===== src/rtl/song_pkg.sv =====
// Shared definitions for the song reader: FSM encoding, ROM word layout and
// the default song geometry.
package song_pkg;

    localparam int unsigned NOTES_PER_SONG_DEF = 32;
    localparam int unsigned SONG_BITS_DEF      = 2;

    localparam int unsigned IDX_W    = 5;
    localparam int unsigned NOTE_W   = 6;
    localparam int unsigned DUR_W    = 6;
    localparam int unsigned WORD_W   = NOTE_W + DUR_W;
    localparam int unsigned ADDR_W   = 7;

    // ROM word layout: {note, duration}
    localparam int unsigned NOTE_MSB = 11;
    localparam int unsigned NOTE_LSB = 6;
    localparam int unsigned DUR_MSB  = 5;
    localparam int unsigned DUR_LSB  = 0;

    localparam int unsigned STATE_W  = 3;

    typedef enum logic [STATE_W-1:0] {
        IDLE      = 3'd0,
        FETCH     = 3'd1,
        DECODE    = 3'd2,
        LOAD      = 3'd3,
        WAIT_NOTE = 3'd4
    } state_t;

endpackage


===== src/rtl/dffr.sv =====
// Codebase flop: asynchronous active-high reset to zero, no enable.
module dffr #(
    parameter int unsigned WIDTH = 1
) (
    input  logic             i_clk,
    input  logic             i_rst,
    input  logic [WIDTH-1:0] i_d,
    output logic [WIDTH-1:0] o_q
);

    always_ff @(posedge i_clk or posedge i_rst) begin
        if (i_rst) begin
            o_q <= '0;
        end else begin
            o_q <= i_d;
        end
    end

endmodule


===== src/rtl/dffre.sv =====
// Codebase flop: asynchronous active-high reset to zero, load enable.
module dffre #(
    parameter int unsigned WIDTH = 1
) (
    input  logic             i_clk,
    input  logic             i_rst,
    input  logic             i_en,
    input  logic [WIDTH-1:0] i_d,
    output logic [WIDTH-1:0] o_q
);

    always_ff @(posedge i_clk or posedge i_rst) begin
        if (i_rst) begin
            o_q <= '0;
        end else if (i_en) begin
            o_q <= i_d;
        end
    end

endmodule


===== src/rtl/song_rom.sv =====
// Song ROM, 4 songs x 32 entries of {note, duration}, synchronous read with
// one cycle of latency. A duration of zero marks the end of a song.
module song_rom
    import song_pkg::*;
(
    input  logic              clk,
    input  logic [ADDR_W-1:0] addr,
    output logic [WORD_W-1:0] dout
);

    logic [NOTE_W-1:0] w_idx;
    logic [NOTE_W-1:0] w_note;
    logic [DUR_W-1:0]  w_dur;
    logic [WORD_W-1:0] r_dout;

    assign w_idx = {1'b0, addr[IDX_W-1:0]};

    // Song 0: 32 full entries; song 1: two notes then end marker;
    // song 2: 32 full entries; song 3: empty (end marker at entry 0).
    always_comb begin
        w_note = '0;
        w_dur  = '0;
        case (addr[ADDR_W-1:IDX_W])
            2'd0: begin
                w_note = w_idx + 6'd1;
                w_dur  = w_idx + 6'd1;
            end
            2'd1: begin
                case (addr[IDX_W-1:0])
                    5'd0: begin
                        w_note = 6'd10;
                        w_dur  = 6'd12;
                    end
                    5'd1: begin
                        w_note = 6'd20;
                        w_dur  = 6'd24;
                    end
                    5'd2: begin
                        w_note = 6'd63;
                        w_dur  = 6'd0;
                    end
                    default: begin
                        w_note = '0;
                        w_dur  = '0;
                    end
                endcase
            end
            2'd2: begin
                w_note = w_idx + 6'd20;
                w_dur  = 6'd2;
            end
            default: begin
                w_note = 6'd5;
                w_dur  = '0;
            end
        endcase
    end

    always_ff @(posedge clk) begin
        r_dout <= {w_note, w_dur};
    end

    assign dout = r_dout;

endmodule


===== src/rtl/song_reader.sv =====
// Song reader: walks a song in ROM entry by entry and hands each
// {note, duration} to the note player, pulsing song_done at the end.
module song_reader
    import song_pkg::*;
#(
    parameter int unsigned NOTES_PER_SONG = NOTES_PER_SONG_DEF,
    parameter int unsigned SONG_BITS      = SONG_BITS_DEF
) (
    input  logic                 clk,
    input  logic                 reset,
    input  logic                 play,
    input  logic [SONG_BITS-1:0] song,
    input  logic                 new_song,
    input  logic                 done_with_note,
    output logic [NOTE_W-1:0]    note_to_load,
    output logic [DUR_W-1:0]     duration_to_load,
    output logic                 load_new_note,
    output logic                 song_done,
    output logic [IDX_W-1:0]     note_index
);

    localparam logic [IDX_W-1:0] LAST_IDX = IDX_W'(NOTES_PER_SONG - 1);

    logic [STATE_W-1:0]   r_state_q;
    logic [SONG_BITS-1:0] r_song;
    logic [IDX_W-1:0]     r_idx;
    logic [NOTE_W-1:0]    r_note;
    logic [DUR_W-1:0]     r_dur;
    logic                 r_done;

    state_t               w_state;
    state_t               w_state_nxt;
    logic [STATE_W-1:0]   w_state_d;
    logic                 w_song_en;
    logic                 w_idx_en;
    logic [IDX_W-1:0]     w_idx_d;
    logic                 w_out_en;
    logic                 w_done_d;
    logic [ADDR_W-1:0]    w_addr;
    logic [WORD_W-1:0]    w_rom;
    logic [NOTE_W-1:0]    w_rom_note;
    logic [DUR_W-1:0]     w_rom_dur;

    assign w_state    = state_t'(r_state_q);
    assign w_state_d  = w_state_nxt;
    assign w_addr     = {r_song, r_idx};
    assign w_rom_note = w_rom[NOTE_MSB:NOTE_LSB];
    assign w_rom_dur  = w_rom[DUR_MSB:DUR_LSB];

    song_rom u_rom (
        .clk  (clk),
        .addr (w_addr),
        .dout (w_rom)
    );

    // new_song overrides everything, including play and done_with_note
    always_comb begin
        w_state_nxt = w_state;
        w_song_en   = 1'b0;
        w_idx_en    = 1'b0;
        w_idx_d     = r_idx;
        w_out_en    = 1'b0;
        w_done_d    = 1'b0;
        if (new_song) begin
            w_state_nxt = FETCH;
            w_song_en   = 1'b1;
            w_idx_en    = 1'b1;
            w_idx_d     = '0;
        end else if (play) begin
            case (w_state)
                IDLE: w_state_nxt = IDLE;
                FETCH: w_state_nxt = DECODE;
                DECODE: begin
                    if (w_rom_dur == '0) begin
                        w_state_nxt = IDLE;
                        w_done_d    = 1'b1;
                    end else begin
                        w_state_nxt = LOAD;
                        w_out_en    = 1'b1;
                    end
                end
                LOAD: w_state_nxt = WAIT_NOTE;
                WAIT_NOTE: begin
                    if (done_with_note) begin
                        if (r_idx == LAST_IDX) begin
                            w_state_nxt = IDLE;
                            w_done_d    = 1'b1;
                        end else begin
                            w_state_nxt = FETCH;
                            w_idx_en    = 1'b1;
                            w_idx_d     = r_idx + IDX_W'(1);
                        end
                    end
                end
                default: w_state_nxt = IDLE;
            endcase
        end
    end

    dffr #(.WIDTH(STATE_W)) u_state (
        .i_clk (clk), .i_rst (reset), .i_d (w_state_d), .o_q (r_state_q)
    );

    dffre #(.WIDTH(SONG_BITS)) u_song (
        .i_clk (clk), .i_rst (reset), .i_en (w_song_en), .i_d (song), .o_q (r_song)
    );

    dffre #(.WIDTH(IDX_W)) u_idx (
        .i_clk (clk), .i_rst (reset), .i_en (w_idx_en), .i_d (w_idx_d), .o_q (r_idx)
    );

    dffre #(.WIDTH(NOTE_W)) u_note (
        .i_clk (clk), .i_rst (reset), .i_en (w_out_en), .i_d (w_rom_note), .o_q (r_note)
    );

    dffre #(.WIDTH(DUR_W)) u_dur (
        .i_clk (clk), .i_rst (reset), .i_en (w_out_en), .i_d (w_rom_dur), .o_q (r_dur)
    );

    dffr #(.WIDTH(1)) u_done (
        .i_clk (clk), .i_rst (reset), .i_d (w_done_d), .o_q (r_done)
    );

    // Decoded from the registered state, so reset clears it immediately
    assign load_new_note    = (w_state == LOAD) && play;
    assign note_to_load     = r_note;
    assign duration_to_load = r_dur;
    assign song_done        = r_done;
    assign note_index       = r_idx;

endmodule


===== config.mk =====
export PLATFORM = sky130hd
export DESIGN_NAME = song_reader
export DESIGN_NICKNAME = d
export VERILOG_FILES = /design/src/rtl/song_pkg.sv /design/src/rtl/dffr.sv /design/src/rtl/dffre.sv /design/src/rtl/song_rom.sv /design/src/rtl/song_reader.sv
export SDC_FILE = /design/constraint.sdc
export NUM_CORES = 1
export LEC_CHECK = 0
export CORE_MARGIN = 4
export CORE_UTILIZATION = 35
export DETAILED_ROUTE_END_ITERATION = 7
export GPL_ROUTABILITY_DRIVEN = 0
export MAX_ROUTING_LAYER = met4
export PLACE_DENSITY = 0.52
export SYNTH_ARGS = -nofsm -noshare
export SYNTH_HDL_FRONTEND = slang
export SYNTH_HIERARCHICAL = 1
export SYNTH_SLANG_ARGS = --single-unit

===== constraint.sdc =====
create_clock -name clk -period 2.32 [get_ports clk]
set_clock_uncertainty 0.1 [all_clocks]
set_input_delay 0.232 -clock clk [delete_from_list [all_inputs] [get_ports clk]]
set_output_delay 0.232 -clock clk [all_outputs]
set_load 0.005 [all_outputs]

# ---- Word-level counts from Yosys, hierarchy flattened
# Cells that the tools add are included.
dict set report totals {
  regBits 35
  input_bits 7
  out_inout_bits 19
  wordCells 61
}
dict set report classes {
  add_sub_neg 3
  n_eq_ne 11
  n_mux 31
  reduce_logical 9
}
# op count
set ops {}
lappend ops {{one-hot mux 6 bit (3 select lines)} 3}
lappend ops {{two-way mux 5 bit} 5}
lappend ops {{two-way mux 1 bit} 16}
lappend ops {{one-hot mux 3 bit (4 select lines)} 1}
lappend ops {{one-hot mux 5 bit (2 select lines)} 1}
lappend ops {{two-way mux 3 bit} 3}
lappend ops {{adder 5 x 1 -> 6 bit (second input constant)} 1}
lappend ops {{adder 5 x 5 -> 6 bit (second input constant)} 1}
lappend ops {{equality test 3 x 2 -> 1 bit (second input constant)} 2}
lappend ops {{zero test 6 bit} 1}
lappend ops {{nonzero test 2 bit} 3}
lappend ops {{adder 5 x 1 -> 5 bit (second input constant)} 1}
lappend ops {{equality test 5 x 1 -> 1 bit (second input constant)} 1}
lappend ops {{equality test 5 x 2 -> 1 bit (second input constant)} 1}
lappend ops {{equality test 5 bit (second input constant)} 1}
lappend ops {{zero test 5 bit} 1}
lappend ops {{AND reduction 5 bit} 1}
lappend ops {{equality test 3 x 1 -> 1 bit (second input constant)} 1}
lappend ops {{equality test 3 bit (second input constant)} 1}
lappend ops {{!= test 3 bit (second input constant)} 1}
lappend ops {{equality test 2 x 1 -> 1 bit (second input constant)} 1}
lappend ops {{equality test 2 bit (second input constant)} 1}
lappend ops {{zero test 2 bit} 1}
lappend ops {{two-way mux 2 bit} 1}
lappend ops {{other kinds (4)} 4}

# ---- Longest topological paths before layout
dict set report logic_depth {
  ltp_word 7
  mapped_depth 5
  mapped_depth_nobuf 5
}

# ---- By module
# Netlist, hierarchy kept.
# mod n_inst cells_each area_each_um2 seq_area_each_um2
set by_module_without_submodules {}
lappend by_module_without_submodules {song_rom 1 64 601.8 240.2}
lappend by_module_without_submodules {{dffre at u_dur ...} 2 14 255.2 150.1}
lappend by_module_without_submodules {song_reader 1 45 307.8 0.0}
lappend by_module_without_submodules {{dffre at u_idx} 1 11 185.2 125.1}
lappend by_module_without_submodules {{dffr at u_state} 1 4 78.8 75.1}
lappend by_module_without_submodules {{dffre at u_song} 1 5 76.3 50.0}
lappend by_module_without_submodules {{dffr at u_done} 1 2 28.8 25.0}

# ---- Worst setup path before layout
# Ideal clock, no wire load.
dict set report synth_path {
  kind {register -> register}
  startpoint {reg u_rom.r_dout[1] (netlist: u_rom/dout[1])}
  endpoint {reg u_dur.o_q[0]}
  setup_time_ns 0.125
  arrival_time_ns 1.674
  required_time_ns 2.095
  setup_slack_ns 0.420
  path_stages_with_launch 6
  n_path_buf 1
  synth_period_minus_slack_ns 1.900
  path_cell_list {dfxtp_1 or4_4 o31ai_1 nor2_1 buf_6 mux2_4}
}
dict set report synth_between {
  elab_chain_cells 5
}
# element line_no
set synth_rtl {}
lappend synth_rtl {{from (decl)} song_rom.sv:14} ;# logic [WORD_W-1:0] r_dout;
lappend synth_rtl {{from (signal assigned)} song_rom.sv:60} ;# r_dout <= {w_note, w_dur};
lappend synth_rtl {{zero test 6 bit} song_reader.sv:74} ;# if (w_rom_dur == '0) begin
lappend synth_rtl {{two-way mux 1 bit} song_reader.sv:74}
lappend synth_rtl {{two-way mux 1 bit} song_reader.sv:70} ;# case (w_state)
lappend synth_rtl {{two-way mux 1 bit} song_reader.sv:69} ;# end else if (play) begin
lappend synth_rtl {{two-way mux 1 bit} song_reader.sv:64} ;# if (new_song) begin
lappend synth_rtl {{via w_out_en} song_reader.sv:37} ;# logic w_out_en;
lappend synth_rtl {{to (signal assigned)} dffre.sv:16} ;# o_q <= i_d;
lappend synth_rtl {{to (decl)} dffre.sv:9} ;# output logic [WIDTH-1:0] o_q
# The timed path passes the listed nets, and every way through them passes these cells.
# A chain may end at the register's enable or synchronous reset.

# ---- Final worst setup path
dict set report layout_path {
  startpoint {reg u_rom.r_dout[1] (netlist: u_rom/dout[1])}
  endpoint {reg u_note.o_q[1]}
}
dict set report layout_between {
  elab_chain_cells 5
}
# element line_no
set layout_rtl {}
lappend layout_rtl {{zero test 6 bit} song_reader.sv:74}
lappend layout_rtl {{two-way mux 1 bit} song_reader.sv:74}
lappend layout_rtl {{two-way mux 1 bit} song_reader.sv:70}
lappend layout_rtl {{two-way mux 1 bit} song_reader.sv:69}
lappend layout_rtl {{two-way mux 1 bit} song_reader.sv:64}
lappend layout_rtl {{via w_out_en} song_reader.sv:37}
lappend layout_rtl {{to (signal assigned)} dffre.sv:16}
lappend layout_rtl {{to (decl)} dffre.sv:9}
# The timed path passes the listed nets, and every way through them passes these cells.

==> flow_summary.toml <==
[route]
drc = 0
drtIter0Drc = 80
first_pass_iters = 4
wl_per_cell_um = 14.39
finalWirelength_um = 3742
routed_via_density = 4.835
ant_nets = 0
vias = 1257

[synth]
synth_edf_count = 0
syn-mean-instance-area_um2 = 11.25
synthCells = 159
yosysSeqAreaShare_pct = 45.59
syn_nets = 173
synth.area.top_cells = "dfrtp_1 32%, dfxtp_1 13%, mux2_4 10%, mux2_2 5.7%, ha_1 4.9%"
synthFlopType = "dfrtp_1"
synthArstFlopShare_pct = 65.71
ys_warn_count = 6
synth_top_area_share_pct = 32.17
ys_types = 43
yosys.area.top_type = "dfrtp_1"
ys_ff_latch = 35
synthesis.area_um2 = 1789

[layout]
antennaDiodeCount = 0
multi_input_area_um2 = 890.9
nNetsFinal = 206
fillers = 461
final_cell_area_um2 = 2216
seqCellArea_um2 = 815.8
area_growth_pct = 23.85
drive_gt1_share_pct = 21.76

[clock_tree]
clkSlewWorstSetupHoldPaths_ps = 70
hold_buffers = 0
cts_buffers = 5
clock_latency_ps = 280
tritoncts = "done"
htree_levels = 2
post_cts_buffers = 0
cts_resized = 0
cts-root-buf = "clkbuf_8"
clock_path_buffers = 2
cts_sinks = 35

[setup_path]
critPathLaunchType = "flip-flop"
worstSetupEndpointType = "flip-flop"
path_max_fanout = 12
worstPathArrival_ps = 2140
r2r_slack_ps = 250
worstSetupPathType = "reg -> reg"
startpoint = "u_rom/dout[1]$_DFF_P_"
regToRegStartpoint = "u_rom/dout[1]$_DFF_P_"
r2r_cells = 5
cp.required_ps = 2390
r2r-end = "u_note/o_q[1]$_DFFE_PP0P_"

[run_status]
status = "complete, no violations"

[power_and_ir_drop]
ir_drop_v = 0.0002369
leakage_nw = 0.9761
power_density_nw_per_um2 = 603.9

[sta]
hold_ws_ps = 245.2
finalWorstSetupSlack_ps = 254.4
fin_crit_sh_pct = 89.03
max_freq_ghz = 0.4841
worst_pin_slew_ps = 409.7
fin_setup_tns_ps = 0
drv_slew = 0
period_minus_slack_ps = 2066
setup-violations-final = 0
maxSlewHeadroom_pct = 72.45
hold_viol_final = 0
rsz0062_at_grt = "no"

[grt]
grt_max_degree = 15
overflow = 0
antenna_found_initial = 0
grt_pass1_vias = 1299
grt_pass1_wl_um = 6534
track_usage_pct = 13.59

[hold_path]
holdCritPathClass = "in -> async"

[floorplanning]
fp.coreArea_um2 = 4848
io_pins = 26
fp-row-count = 25
die_area_um2 = 6320
die_y_um = 79.50
start_util_pct = 36.90
die_w_um = 79.50

[placed_design]
place_hpwl_um = 2828
place_area_um2 = 2127
place_ws_ps = 233.0
io_buffers = 25

[run]
max-cap-violations = 0
[cell type report]
| class | count | share of cell area [%] |
|---|---|---|
| clock buffer | 5 | 3.106 |
| clock inverter | 3 | 0.9034 |
| inverter | 11 | 1.863 |
| multi-input combinational | 108 | 40.20 |
| sequential | 35 | 36.82 |
| tap | 67 | 3.783 |
| timing repair buffer | 31 | 13.33 |
[state kept, by name, summed over array words and instances (netlist names)]
| signal | flops |
|---|---|
| u_done/o_q | 1 |
| u_dur/o_q | 6 |
| u_idx/o_q | 5 |
| u_note/o_q | 6 |
| u_rom/dout | 12 |
| u_song/o_q | 2 |
| u_state/o_q | 3 |
[metrics by stage]
stage / instances / power (mW) / util, %
2_1_floorplan: 159 / 0.8195 / -
3_3_place_gp: 252 / 0.9132 / 43.87
3_5_place_dp: 252 / 0.9174 / 43.87
4_1_cts: 260 / 1.362 / 45.70
5_1_grt: 260 / 1.413 / 45.70
6_report: 260 / 1.338 / 45.70
[kinds of logic after synthesis]
| family | after synthesis | share of synthesized area (%) |
|---|---|---|
| flops | 35 | 45.59 |
| mux | 23 | 16.85 |
| xor+xnor | 4 | 1.958 |
| fa+ha+maj | 7 | 4.895 |
| compound gates | 27 | 9.650 |
| buf+inv | 16 | 4.615 |
| simple gates | 47 | 16.44 |
[power by group]
group	internal [mW]	switching (mW)	total, mW
clock	0.209	0.226	0.434
combinational	0.134	0.0688	0.203
sequential	0.661	0.0408	0.701
total	1.00	0.335	1.34
[Yosys cell counts, types with 5 or more instances]
library cell   n
dfrtp_1       23
mux2_2         9
nand2_1        6
dfxtp_1       12
inv_1         11
o21ai_0        6
nor2_1        10
mux2_4        12
a21oi_1        6
nor2b_1        5
ha_1           7
[worst max path at each step]
stage / cells after the start / to / slack, ps
floorplan: 5 / u_dur/o_q[0]$_DFFE_PP0P_ / 420
global placement: 5 / u_idx/o_q[0]$_DFFE_PP0P_ / 270
detailed placement: 5 / u_idx/o_q[0]$_DFFE_PP0P_ / 230
CTS: 5 / u_note/o_q[1]$_DFFE_PP0P_ / 240
global route: 5 / u_note/o_q[1]$_DFFE_PP0P_ / 140
finish: 5 / u_note/o_q[1]$_DFFE_PP0P_ / 250
[worst max-delay path, cell delays in order, from the launching register on]
cell     delay (ps)
dfxtp_1         320
or4_4           530
o31ai_1         380
nor2_1           90
buf_4           220
mux2_4          320
[cells in the final DEF, fill, tap and decap left out, types with 2 or more instances in the layout]
cell and n:
nor2b_1 5, ha_1 7, clkinvlp_4 2, o21ai_1 3, clkbuf_8 5, nand2b_1 3, o21ai_0 6, a21oi_1 6
o21a_1 2, mux2_2 9, xnor2_1 2, mux2i_1 2, clkdlybuf4s50_1 25, mux2_4 12, nor3_1 2, o211ai_1 2
dfxtp_1 12, xor2_1 2, and4_1 2, dfrtp_1 23, o31ai_1 3, buf_4 6, nand2_1 6, inv_1 11
nand3_1 3, nor2_1 10, and3_1 3
[per-layer routing]
layer / vias up / global-route usage, % / wire length [um]
met5: - / - / 0
met4: 0 / 5.155 / 39
met3: 5 / 3.386 / 125
met2: 24 / 20.53 / 1704
met1: 603 / 17.56 / 1872
li1: 625 / - / -
Power figures use the tool's default switching activity.
==> patch, RTL diff (config.mk and constraints unchanged) <==
Make the reset (`i_rst`) synchronous in 2 clocked blocks. Comments in the files are not updated.
--- a/src/rtl/dffr.sv
+++ b/src/rtl/dffr.sv
@@ -8,7 +8,7 @@
     output logic [WIDTH-1:0] o_q
 );
 
-    always_ff @(posedge i_clk or posedge i_rst) begin
+    always_ff @(posedge i_clk) begin
         if (i_rst) begin
             o_q <= '0;
         end else begin
--- a/src/rtl/dffre.sv
+++ b/src/rtl/dffre.sv
@@ -9,7 +9,7 @@
     output logic [WIDTH-1:0] o_q
 );
 
-    always_ff @(posedge i_clk or posedge i_rst) begin
+    always_ff @(posedge i_clk) begin
         if (i_rst) begin
             o_q <= '0;
         end else if (i_en) begin
Formal check against the unedited RTL: differs if reset is asserted again (counterexample within 4 cycles, from zero or initial values and one cycle with reset high); with reset held inactive, the same outputs for 10 cycles.
==> patch against the unedited design <==
- sequential cell count unchanged
- design area decreased by 3.2%
- setup slack improved by 63 ps
- fmax increased by 3.2%
- cell count increased by 6.9%
- routed wire length decreased by 6.9%
- register-to-register slack improved by 96 ps
- area after synthesis decreased by 5.1%
Power is not compared: it rests on default switching activity, and its combinational part moved more than twofold at a synthesized area within 25%.
==> patch: results (changes against the unedited design) <==
drt:
  drt_iter0_drc: 71  # was 80
  wl_mm: 3.48  # was 3.74 mm
  firstDrtPassIters: 7  # was 4
yosys:
  yosys-top-cells-area: "dfxtp_1, mux2i_1, nor2_1"  # was dfrtp_1, dfxtp_1, mux2_4
  ys_warn_count: 6  # unchanged
  syn-num-nets: 191  # was 173
  ys_seq_area_frac: 0.413  # was 0.456
  synthDistinctLibCells: 42  # was 43
  synth_common_cells: "dfxtp_1, nor2_1, mux2i_1"  # was dfrtp_1, dfxtp_1, mux2_4
placed_design:
  hpwl_mm: 2.61  # was 2.83 mm
global_routing:
  grt_max_degree: 24  # was 15
  grt_pass1_wl_mm: 5.82  # was 6.53 mm
  grt_use_total: 0.126  # was 0.136
  grt_pass1_vias: 1244  # was 1299
finish:
  num-fill-cells: 451  # was 461
  layout.nets: 224  # was 206
  antenna_cells: 0  # unchanged
  layout-drive-gt1-share: 0.118  # was 0.218
sta:
  worst_pin_slew_ps: 392  # was 410 ps
  whs_ps: 368  # was 245 ps
critical_path:
  rrSetupSlack_ps: 350  # was 250 ps
  path_max_fanout: 11  # was 12
status:
  status: "completed"  # unchanged
die:
  die_area_um2: 6030  # was 6320 µm²
min_path:
  hp-class: "register to register"  # was primary input to async pin
cts:
  post_cts_buffers: 0  # unchanged
patch: cell types whose count changed after synthesis, moves of 7 or more:
cell / delta
dfxtp_1: +23
mux2_4: -12
nor2_1: +19
mux2_2: -7
dfrtp_1: -23
mux2i_1: +19
patch: worst max-delay path: stages:
cell and delay (ps):
clkdlybuf4s50_1 660, and4b_1 260, clkdlybuf4s50_1 520
patch: cells by family (layout without fill, tap and decap cells):
| family | after synthesis | after routing | synth area share |
|---|---|---|---|
| simple gates | 70 | 70 | 0.234 |
| compound gates | 27 | 27 | 0.102 |
| fa+ha+maj | 7 | 7 | 0.0516 |
| mux | 23 | 23 | 0.137 |
| xor+xnor | 4 | 4 | 0.0206 |
| flops | 35 | 35 | 0.413 |
| buf+inv | 11 | 45 | 0.0420 |
patch: routing by layer:
metal  GRT usage  up-vias  routed length [µm]
met5           -        -                   0
met4      0.0534        0                  56
met3      0.0383        4                 148
met2       0.191       38                1640
met1       0.155      600                1630
li1            -      683                   -
patch: area by class of cell:
cell class                 instances  share of cell area
timing repair buffer              32               0.141
clock buffer                       5              0.0321
multi-input combinational        131               0.432
clock inverter                     3              0.0204
sequential                        35               0.327
inverter                           5             0.00875
tap                               67              0.0391
patch: stage by stage:
stage                     power (mW)  setup WS [ps]  cells   util  instance area [µm²]
after floorplan                0.687            453    177      -                 1700
after global placement         0.713            349    270  0.430                 2030
after detailed placement       0.715            301    270  0.430                 2030
after CTS                       1.25            303    278  0.454                 2140
after global routing            1.29            200    278  0.454                 2140
final                           1.24            318    278  0.454                 2140
patch: power by group through the flow:
stage               sequential, mW  clock, mW  combinational, mW
floorplan                    0.637          0             0.0502
global placement             0.641          0             0.0719
detailed placement           0.642          0             0.0731
CTS                          0.628      0.553             0.0733
global route                 0.630      0.581             0.0797
finish                       0.628      0.535             0.0724
patch: path summary, 6_finish.rpt:
kind / from / endpoint / cells after the start
hold / removal: u_rom/dout[11] / u_note/o_q[5] / 2
hold reg to reg: u_rom/dout[11] / u_note/o_q[5] / 2
setup / recovery: play / load_new_note / 3
setup reg to reg: u_rom/dout[1] / u_dur/o_q[1] / 6
